===== src/rtl/rs_codec_pkg.sv =====
// Shared encodings for the RS error injector: mode codes, frame FSM states,
// and the 16-bit LFSR polynomial/seed handling used in random mode.
package rs_codec_pkg;

    typedef enum logic [1:0] {
        MODE_PASS     = 2'b00,
        MODE_FIXED    = 2'b01,
        MODE_RAND     = 2'b10,
        MODE_PASS_ALT = 2'b11
    } mode_t;

    typedef enum logic [1:0] {
        ST_IDLE = 2'b00,
        ST_RUN  = 2'b01,
        ST_DONE = 2'b10
    } state_t;

    // x^16 + x^14 + x^13 + x^11 + 1 -> feedback from bits 15, 13, 12, 10
    localparam logic [15:0] LFSR_TAPS         = 16'hB400;
    localparam logic [15:0] LFSR_DEFAULT_SEED = 16'hACE1;

    function automatic logic [15:0] fix_seed(input logic [15:0] seed);
        return (seed == 16'h0000) ? 16'h0001 : seed;
    endfunction

endpackage


===== src/rtl/rs_lfsr16.sv =====
// 16-bit Fibonacci LFSR; advances by one state whenever step is high.
module rs_lfsr16
    import rs_codec_pkg::*;
(
    input  logic        clk,
    input  logic        rst,
    input  logic        step,
    input  logic [15:0] seed,
    output logic [15:0] q
);

    always_ff @(posedge clk or posedge rst) begin
        if (rst) begin
            q <= fix_seed(seed);
        end else if (step) begin
            q <= {q[14:0], ^(q & LFSR_TAPS)};
        end
    end

endmodule


===== src/rtl/rs_err_injector.sv =====
// Corrupts symbols of a Reed-Solomon codeword stream, either from a small
// position/pattern table or pseudo-randomly, one frame per start request.
module rs_err_injector
    import rs_codec_pkg::*;
#(
    parameter int          SYM_W     = 4,
    parameter int          FRAME_LEN = 15,
    parameter int          MAX_ERR   = 2,
    parameter logic [15:0] LFSR_SEED = 16'hACE1,
    localparam int         IDX_W     = (MAX_ERR > 1) ? $clog2(MAX_ERR) : 1,
    localparam int         CNT_W     = $clog2(MAX_ERR + 1)
) (
    input  logic             clk,
    input  logic             rst,
    input  logic             start_impulse,
    input  logic [SYM_W-1:0] data_in,
    input  logic [1:0]       mode,
    input  logic             cfg_we,
    input  logic [IDX_W-1:0] cfg_idx,
    input  logic [7:0]       cfg_pos,
    input  logic [SYM_W-1:0] cfg_pat,
    input  logic             cfg_en,
    input  logic [7:0]       rnd_thr,
    output logic [SYM_W-1:0] data_out,
    output logic             err,
    output logic             start_imp,
    output logic             busy,
    output logic             frame_done,
    output logic             overrun,
    output logic [CNT_W-1:0] err_cnt
);

    state_t             state, state_nx;
    logic [7:0]         sym_idx;
    logic               start_frame, last_sym;

    logic [MAX_ERR-1:0] tbl_en, sh_en;
    logic [7:0]         tbl_pos [MAX_ERR];
    logic [7:0]         sh_pos  [MAX_ERR];
    logic [SYM_W-1:0]   tbl_pat [MAX_ERR];
    logic [SYM_W-1:0]   sh_pat  [MAX_ERR];
    mode_t              sh_mode;
    logic [7:0]         sh_thr;

    logic [15:0]        lfsr_q;
    logic               lfsr_unused;
    logic [SYM_W-1:0]   fixed_mask, rnd_pat, mask;
    logic               rnd_hit;

    assign start_frame = (state == ST_IDLE) && start_impulse;
    assign last_sym    = (sym_idx == 8'(FRAME_LEN - 1));
    assign busy        = (state != ST_IDLE);
    assign frame_done  = (state == ST_DONE);
    assign lfsr_unused = ^(lfsr_q >> (SYM_W + 8));

    rs_lfsr16 u_lfsr (
        .clk  (clk),
        .rst  (rst),
        .step (state == ST_RUN),
        .seed (LFSR_SEED),
        .q    (lfsr_q)
    );

    always_ff @(posedge clk or posedge rst) begin
        if (rst) begin
            state   <= ST_IDLE;
            sym_idx <= '0;
        end else begin
            state <= state_nx;
            if (state == ST_RUN && !last_sym) begin
                sym_idx <= sym_idx + 8'd1;
            end else begin
                sym_idx <= '0;
            end
        end
    end

    always_comb begin
        state_nx = state;
        case (state)
            ST_IDLE: if (start_impulse) state_nx = ST_RUN;
            ST_RUN:  if (last_sym) state_nx = ST_DONE;
            ST_DONE: state_nx = ST_IDLE;
            default: state_nx = ST_IDLE;
        endcase
    end

    // Live table is writable any time; the frame only ever sees the shadow copy.
    always_ff @(posedge clk or posedge rst) begin
        if (rst) begin
            tbl_en <= '0;
            sh_en  <= '0;
            for (int i = 0; i < MAX_ERR; i++) begin
                tbl_pos[i] <= '0;
                tbl_pat[i] <= '0;
                sh_pos[i]  <= '0;
                sh_pat[i]  <= '0;
            end
            sh_mode <= MODE_PASS;
            sh_thr  <= '0;
        end else begin
            if (cfg_we && (int'(cfg_idx) < MAX_ERR)) begin
                tbl_en[cfg_idx]  <= cfg_en;
                tbl_pos[cfg_idx] <= cfg_pos;
                tbl_pat[cfg_idx] <= cfg_pat;
            end
            if (start_frame) begin
                sh_en   <= tbl_en;
                sh_pos  <= tbl_pos;
                sh_pat  <= tbl_pat;
                sh_mode <= mode_t'(mode);
                sh_thr  <= rnd_thr;
            end
        end
    end

    always_comb begin
        fixed_mask = '0;
        for (int i = 0; i < MAX_ERR; i++) begin
            if (sh_en[i] && sh_pos[i] == sym_idx) fixed_mask = fixed_mask ^ sh_pat[i];
        end
        rnd_pat = lfsr_q[SYM_W+7:8];
        if (rnd_pat == '0) rnd_pat = SYM_W'(1);
        rnd_hit = (lfsr_q[7:0] < sh_thr) && (err_cnt < CNT_W'(MAX_ERR));
        mask = '0;
        if (state == ST_RUN) begin
            case (sh_mode)
                MODE_FIXED: mask = fixed_mask;
                MODE_RAND:  mask = rnd_hit ? rnd_pat : '0;
                default:    mask = '0;
            endcase
        end
    end

    always_ff @(posedge clk or posedge rst) begin
        if (rst) begin
            data_out  <= '0;
            err       <= 1'b0;
            start_imp <= 1'b0;
            overrun   <= 1'b0;
            err_cnt   <= '0;
        end else begin
            data_out  <= data_in ^ mask;
            err       <= (mask != '0);
            start_imp <= (state == ST_RUN) && (sym_idx == 8'd0);
            if (busy && start_impulse) overrun <= 1'b1;
            if (start_frame) begin
                err_cnt <= '0;
            end else if ((mask != '0) && (err_cnt < CNT_W'(MAX_ERR))) begin
                err_cnt <= err_cnt + CNT_W'(1);
            end
        end
    end

endmodule


===== config.mk =====
export PLATFORM = sky130hd
export DESIGN_NAME = rs_err_injector
export DESIGN_NICKNAME = d
export VERILOG_FILES = /design/src/rtl/rs_codec_pkg.sv /design/src/rtl/rs_lfsr16.sv /design/src/rtl/rs_err_injector.sv
export SDC_FILE = /design/constraint.sdc
export NUM_CORES = 1
export LEC_CHECK = 0
export ABC_CLOCK_PERIOD_IN_PS = 4600
export CORE_MARGIN = 1.5
export CORE_UTILIZATION = 57
export DETAILED_ROUTE_END_ITERATION = 6
export PLACE_DENSITY = 0.8
export REMOVE_ABC_BUFFERS = 1
export SYNTH_ARGS = -nofsm -noshare
export SYNTH_HDL_FRONTEND = slang
export SYNTH_SLANG_ARGS = --single-unit

===== constraint.sdc =====
create_clock -name clk -period 4.6 [get_ports clk]
set_clock_uncertainty 0.15 [all_clocks]
set_input_delay 0.92 -clock clk [delete_from_list [all_inputs] [get_ports clk]]
set_output_delay 0.92 -clock clk [all_outputs]
set_load 0.005 [all_outputs]

==> results of run 1 <==
==> power by group <==
part           switching [W]  internal (W)
clock               0.000295      0.000361
combinational       0.000404      0.000410
sequential          0.000194       0.00108
total               0.000892       0.00185
==> cells in the final DEF, fill, tap and decap left out, types with 3 or more instances in the layout <==
master / count
inv_1: 14
a21o_1: 3
dfstp_2: 8
ha_1: 12
mux2_2: 68
buf_4: 4
clkbuf_8: 9
xor2_1: 23
o21ai_0: 14
nand2b_1: 3
nor3_1: 4
nand2_1: 16
xnor2_1: 11
clkdlybuf4s50_1: 42
dfrtp_1: 89
a22oi_1: 3
bufinv_16: 3
a211oi_1: 3
nand3_1: 3
nand4_1: 10
nor2_1: 19
==> cell families after synthesis <==
logic type / after synthesis
buf+inv: 32
compound gates: 32
fa+ha+maj: 12
xor+xnor: 36
flops: 97
mux: 68
simple gates: 75
==> worst paths after layout <==
kind                       slack, ps                      to  depth (start not counted)
hold / removal                   310     overrun$_DFFE_PP0P_                          1
setup / recovery                1950                    busy                          2
hold reg to reg                  310     overrun$_DFFE_PP0P_                          1
min in group asynchronous        870   sh_thr[0]$_DFFE_PP0P_                          2
setup reg to reg                2230  err_cnt[0]$_DFFE_PP0P_                          6
max in group asynchronous       2580   sh_pat[2]$_DFFE_PP0P_                          3
==> layer usage <==
metal  vias up  wire, um  part of all wire, %
met4         0       126                  1.7
met1      1341      3460                   46
li1       1294         -                    -
met3        10       257                  3.4
met5         -         0                    0
met2        54      3680                   49
==> final cells by class <==
cell class	count	area (um^2)
Sequential cell	97	2440
Tap cell	102	128
Fill cell	576	2440
Clock inverter	7	119
Multi-Input combinational cell	223	1890
Inverter	15	57.6
Timing Repair Buffer	46	450
Clock buffer	9	124
==> metrics by stage <==
stage          instance area (um^2)  setup WS (ps)  power [W]  instances
2_1_floorplan                  4380           1010    0.00186        335
3_3_place_gp                   4960           1660    0.00207        483
3_5_place_dp                   4960           1610    0.00210        483
4_1_cts                        5200           1930    0.00277        499
5_1_grt                        5200           1830    0.00291        499
6_report                       5200           1950    0.00275        499
==> sequential cells by signal (all words and copies together), names as in the netlist <==
register   flops
sh_mode        2
tbl_en         2
overrun        1
sh_pat         8
state          2
err_cnt        2
sh_pos        16
sh_en          2
tbl_pos       16
sym_idx        8
sh_thr         8
tbl_pat        8
u_lfsr.q      16
data_out       4
err            1
start_imp      1
==> flow_metrics.env, run 1 <==
export IMPL_ys_seq_area_share_pct=54.6
export IMPL_synth_edf_count=0
export IMPL_fin_crit_ps=2650
export IMPL_synthSimpleGateAreaFrac_pct=9.55
export IMPL_antenna_left=0
export IMPL_synthXorXnorAreaFrac_pct=7.40
export IMPL_report_final_slew_viol_count=0
export IMPL_cts_made_buffers=9
export IMPL_yosys_area_share_adder_pct=3.36
export IMPL_final_setup_tns_ps=0
export IMPL_crit_slowest_cell="clkdlybuf4s50_1"
export IMPL_insertion_delay_ps=350
export IMPL_min_delay_start="overrun$_DFFE_PP0P_"
export IMPL_via_per_inst=5.41
export IMPL_peakVddDrop_v=0.000285
export IMPL_clockBufferDepth=2
export IMPL_grt_overflow=0
export IMPL_leakagePower_nw=2.26
export IMPL_postRouteWirelength_mm=7.52
export IMPL_netlist_top_cells_count="dfrtp_1, mux2_2, xor2_1, nor2_1, nand2_1"
export IMPL_finalCritPeriodShare_pct=57.6
export IMPL_syn_instance_count=352
export IMPL_synth_top_family_by_area="multiplexers"
export IMPL_place_congestion=0.787
export IMPL_cts_sinks=97
export IMPL_grt_pass1_vias=2658
export IMPL_syn_area_per_cell_um2=12.7
export IMPL_grt_max_degree=49
export IMPL_grt_first_pass_wirelength_mm=12.7
export IMPL_yosysWarnings=0
export IMPL_synth_area_leaders="dfrtp_1, mux2_2, dfstp_2"
export IMPL_drc=0
export IMPL_antenna_cells=0
export IMPL_synth_distinct_cells=43
export IMPL_rows=32
export IMPL_cts_root_buf="clkbuf_8"
export IMPL_clkTransAtPathRegs_ps=90
export IMPL_ctsHoldBuffers=0
export IMPL_core_area_um2=7650
export IMPL_start_util_pct=58.4
export IMPL_crit_required_ps=3530
export IMPL_dp_hpwl_mm=5.32
export IMPL_drive_gt1_share_pct=27.7
export IMPL_grtUsageMet1_pct=25.9
export IMPL_worstSetupStartpoint="state[0]$_DFFE_PP0P_"
export IMPL_vias=2699
export IMPL_grt_usage_pct=19.5
export IMPL_arrival_ps=1580
export IMPL_cts_resized_gates=0
export IMPL_grtUsageMet2_pct=32.2
export IMPL_synthToLayoutAreaGrowth_pct=16.6
export IMPL_dr_pass1_iters=4
export IMPL_worst_pin_slew_ps=977
export IMPL_synth_async_reset_ratio_pct=100
export IMPL_status="finished clean"
export IMPL_fin_util_pct=68.1
export IMPL_synth_flop_cell="dfrtp_1"
export IMPL_dieWidth_um=91.5
export IMPL_path_class="register to output port"
export IMPL_min_path_type="register to register"
export IMPL_synth_area_um2=4470
export IMPL_synth_top_area_cell="dfrtp_1"
export IMPL_port_buffers=42
export IMPL_grtUsageMet3_pct=3.18
export IMPL_post_synth_top_count_cell="dfrtp_1"
export IMPL_htreeDepth=3
export IMPL_busiest_layer="met2"
export IMPL_path_cells="or2_2, clkdlybuf4s50_1"
export IMPL_post_cts_setup_buffers=0
export IMPL_path_buf_inv=1
export IMPL_antenna_found_initial=0
export IMPL_pin_count=43
export IMPL_grt_setup_unrepaired="no"
export IMPL_synth_compound_area_share_pct=4.68
export IMPL_ys_ff_latch=97
export IMPL_post_drt_wl_per_cell_um=15.1
export IMPL_synth_top_area_share_pct=49.9
export IMPL_setup_viol=0
export IMPL_startpoint_type="register"
export IMPL_muxShareOfSynthArea_pct=17.1
export IMPL_drtIter0Drc=90
export IMPL_die_h_um=91.5
export IMPL_final_nets=436
export IMPL_max_freq_ghz=0.377
export IMPL_holdWs_ps=314
export IMPL_hold_viol=0
export IMPL_power_density_nw_per_um2=528
export IMPL_r2r_start="sym_idx[2]$_DFF_PP0_"
export IMPL_cp_max_fo=6
export IMPL_die_area_um2=8370
export IMPL_cts_tree="done"
export IMPL_max_cap_violations=0
export IMPL_cpPeakStageDelay_ps=460
export IMPL_maxSlewHeadroom_pct=34.7
export IMPL_worst_setup_path_end_kind="output port"
export IMPL_critical_path_top_delay_family="buffers and inverters"
Power figures use the tool's default switching activity.
==> inputs of run 2 (changes only) <==
--- a/config.mk
+++ b/config.mk
@@ -5,7 +5,7 @@
 export SDC_FILE = /design/constraint.sdc
 export NUM_CORES = 1
 export LEC_CHECK = 0
-export ABC_CLOCK_PERIOD_IN_PS = 4600
+export ABC_CLOCK_PERIOD_IN_PS = 2440
 export CORE_MARGIN = 1.5
 export CORE_UTILIZATION = 57
 export DETAILED_ROUTE_END_ITERATION = 6
==> constraint.sdc (replaced) <==
create_clock -name clk -period 2.44 [get_ports clk]
set_clock_uncertainty 0.15 [all_clocks]
set_input_delay 0.488 -clock clk [delete_from_list [all_inputs] [get_ports clk]]
set_output_delay 0.488 -clock clk [all_outputs]
set_load 0.005 [all_outputs]
==> run 2 against run 1 <==
  * Clock power is 60% higher
  * Critical endpoint is now err_cnt[1]$_DFFE_PP0P_
  * Largest power group unchanged
  * Worst setup slack worse by 1800 ps
  * Routed wire length is 6.3% higher
  * Largest cell class unchanged
  * Sequential power is 89% higher
  * Via count is 1.3% higher
  * Critical path type is now register to register
  * Highest routed layer unchanged
==> flow_metrics.env, run 2 (synthesis results as in run 1) <==
export IMPL_status="finished clean"
export IMPL_hold_viol=0
export IMPL_power_total_w=0.00509
export IMPL_path_class="register to register"
export IMPL_postRouteWirelength_mm=8.00
export IMPL_grt_pass1_vias=2858
export IMPL_clkTransAtPathRegs_ps=90
export IMPL_antenna_cells=0
export IMPL_port_buffers=42
export IMPL_startpoint_type="register"
export IMPL_min_path_type="input pin to asynchronous set/reset pin"
export IMPL_leakagePower_nw=2.29
export IMPL_power_density_nw_per_um2=969
export IMPL_p_int_w=0.00338
export IMPL_htreeDepth=3
export IMPL_top_regs="sh_pos x16, tbl_pos x16, u_lfsr.q x16"
export IMPL_ctsHoldBuffers=0
export IMPL_core_area_um2=7650
export IMPL_dieWidth_um=91.5
export IMPL_crit_required_ps=2560
export IMPL_cts_tree="done"
export IMPL_worstSetupPathDepth=6
export IMPL_cts_root_buf="clkbuf_8"
export IMPL_path_cells="xor2_2, nor4_4, nand3_1, o32ai_1, o21ai_0, a211oi_1"
export IMPL_most_common_layout_cells="dfrtp_1, mux2_2, clkdlybuf4s50_1"
export IMPL_cpPeakStageDelay_ps=490
export IMPL_clockBufferDepth=2
export IMPL_cts_made_buffers=9
export IMPL_peakVddDrop_v=0.000677
export IMPL_grt_first_pass_wirelength_mm=13.4
export IMPL_antenna_found_initial=0
export IMPL_dp_hpwl_mm=5.84
export IMPL_fin_ws_ps=137
export IMPL_drive_gt1_share_pct=28.4
export IMPL_setup_viol=0
export IMPL_dp_slack_ps=178
export IMPL_cts_sinks=97
export IMPL_worst_setup_path_end_kind="register"
export IMPL_cp_max_fo=6
export IMPL_drtIter0Drc=137
export IMPL_drc=0
export IMPL_final_common_cell="dfrtp_1"
export IMPL_grt_usage_pct=20.7
export IMPL_synthToLayoutAreaGrowth_pct=17.6
export IMPL_final_nets=441
export IMPL_via_per_inst=5.42
export IMPL_vias=2734
export IMPL_die_area_um2=8370
export IMPL_grt_max_degree=34
export IMPL_switchingPower_w=0.00170
export IMPL_die_h_um=91.5
export IMPL_fin_util_pct=68.7
export IMPL_finalCritPeriodShare_pct=94.4
export IMPL_post_drt_wl_per_cell_um=15.9
export IMPL_antenna_left=0
export IMPL_rows=32
export IMPL_max_cap_violations=0
export IMPL_path_buf_inv=0
export IMPL_arrival_ps=2420
export IMPL_holdWs_ps=318
export IMPL_reg2regPathDepth=6
export IMPL_grt_overflow=0
export IMPL_insertion_delay_ps=350
export IMPL_crit_slowest_cell="dfrtp_1"
export IMPL_dr_pass1_iters=4
export IMPL_p_sw_share_pct=33.4
export IMPL_critical_path_top_delay_family="compound AO/OA/AOI/OAI gates"
export IMPL_power_frac_comb_pct=31.7
export IMPL_max_freq_ghz=0.434
export IMPL_place_congestion=0.879
export IMPL_p_clk_share_pct=20.6
export IMPL_fin_crit_ps=2300
export IMPL_start_util_pct=58.4
export IMPL_pin_count=43
export IMPL_p_seq_share_pct=47.6
export IMPL_grt_setup_unrepaired="no"
export IMPL_report_final_slew_viol_count=0
export IMPL_maxSlewHeadroom_pct=67.1
export IMPL_worst_pin_slew_ps=489
run 2: cell count changes in the layout (fill, tap and decap cells not counted):
cell,delta
buf_12,+3
buf_4,+2
bufinv_16,-2
clkbuf_1,+1
clkbuf_8,+2
clkinvlp_4,-1
nor3_2,-1
nor3_4,+1
run 2: layout make-up:
type	count	area, um^2
clock buffer	12	155
multi-input combinational	223	1900
clock inverter	4	51.3
inverter	15	57.6
fill	533	2400
timing repair buffer	51	526
sequential	97	2440
tap	102	128
run 2: what timing repair did:
item	in CTS	in global routing
setup buffers	0	1
setup endpoints to repair	0	1
resized for setup	0	1
run 2: worst paths after layout:
kind	start	endpoint	slack, ps
max in group asynchronous	rst	u_lfsr.q[11]$_DFFE_PP1P_	1220
worst min-delay path	rst	u_lfsr.q[14]$_DFFE_PP0P_	320
worst max register to register	sym_idx[2]$_DFF_PP0_	err_cnt[1]$_DFFE_PP0P_	140
min in group clk	overrun$_DFFE_PP0P_	overrun$_DFFE_PP0P_	320
worst min register to register	overrun$_DFFE_PP0P_	overrun$_DFFE_PP0P_	320
worst max-delay path	sym_idx[2]$_DFF_PP0_	err_cnt[1]$_DFFE_PP0P_	140
run 2: routing by layer:
| metal | track usage [%] | up-vias | wire, um |
|---|---|---|---|
| li1 | - | 1302 | - |
| met1 | 25.9 | 1355 | 3520 |
| met2 | 35.1 | 56 | 4060 |
| met3 | 4.27 | 21 | 253 |
| met4 | 8.20 | 0 | 162 |
| met5 | 0 | - | 0 |
run 2: stage by stage:
step	instances	setup TNS, ps	instance area (um^2)
after floorplan	335	-88880	4380
after global placement	487	0	5030
after detailed placement	487	0	5030
after CTS	503	0	5240
after global routing	504	0	5250
final	504	0	5250
run 2: power by group through the flow:
stage / sequential [W] / clock [W] / combinational (W)
global placement: 0.00243 / 0 / 0.00151
CTS: 0.00242 / 0.00108 / 0.00159
finish: 0.00242 / 0.00105 / 0.00161
global route: 0.00248 / 0.00114 / 0.00178
detailed placement: 0.00245 / 0 / 0.00158
floorplan: 0.00233 / 0 / 0.00118
run 2: worst reg2reg max path, delay by kind of cell (launching register included):
| kind | cells | cell delay [ps] |
|---|---|---|
| AND/OR/NAND/NOR | 2 | 540 |
| AO/OA/AOI/OAI | 3 | 840 |
| flip-flops | 1 | 490 |
| XOR/XNOR | 1 | 200 |
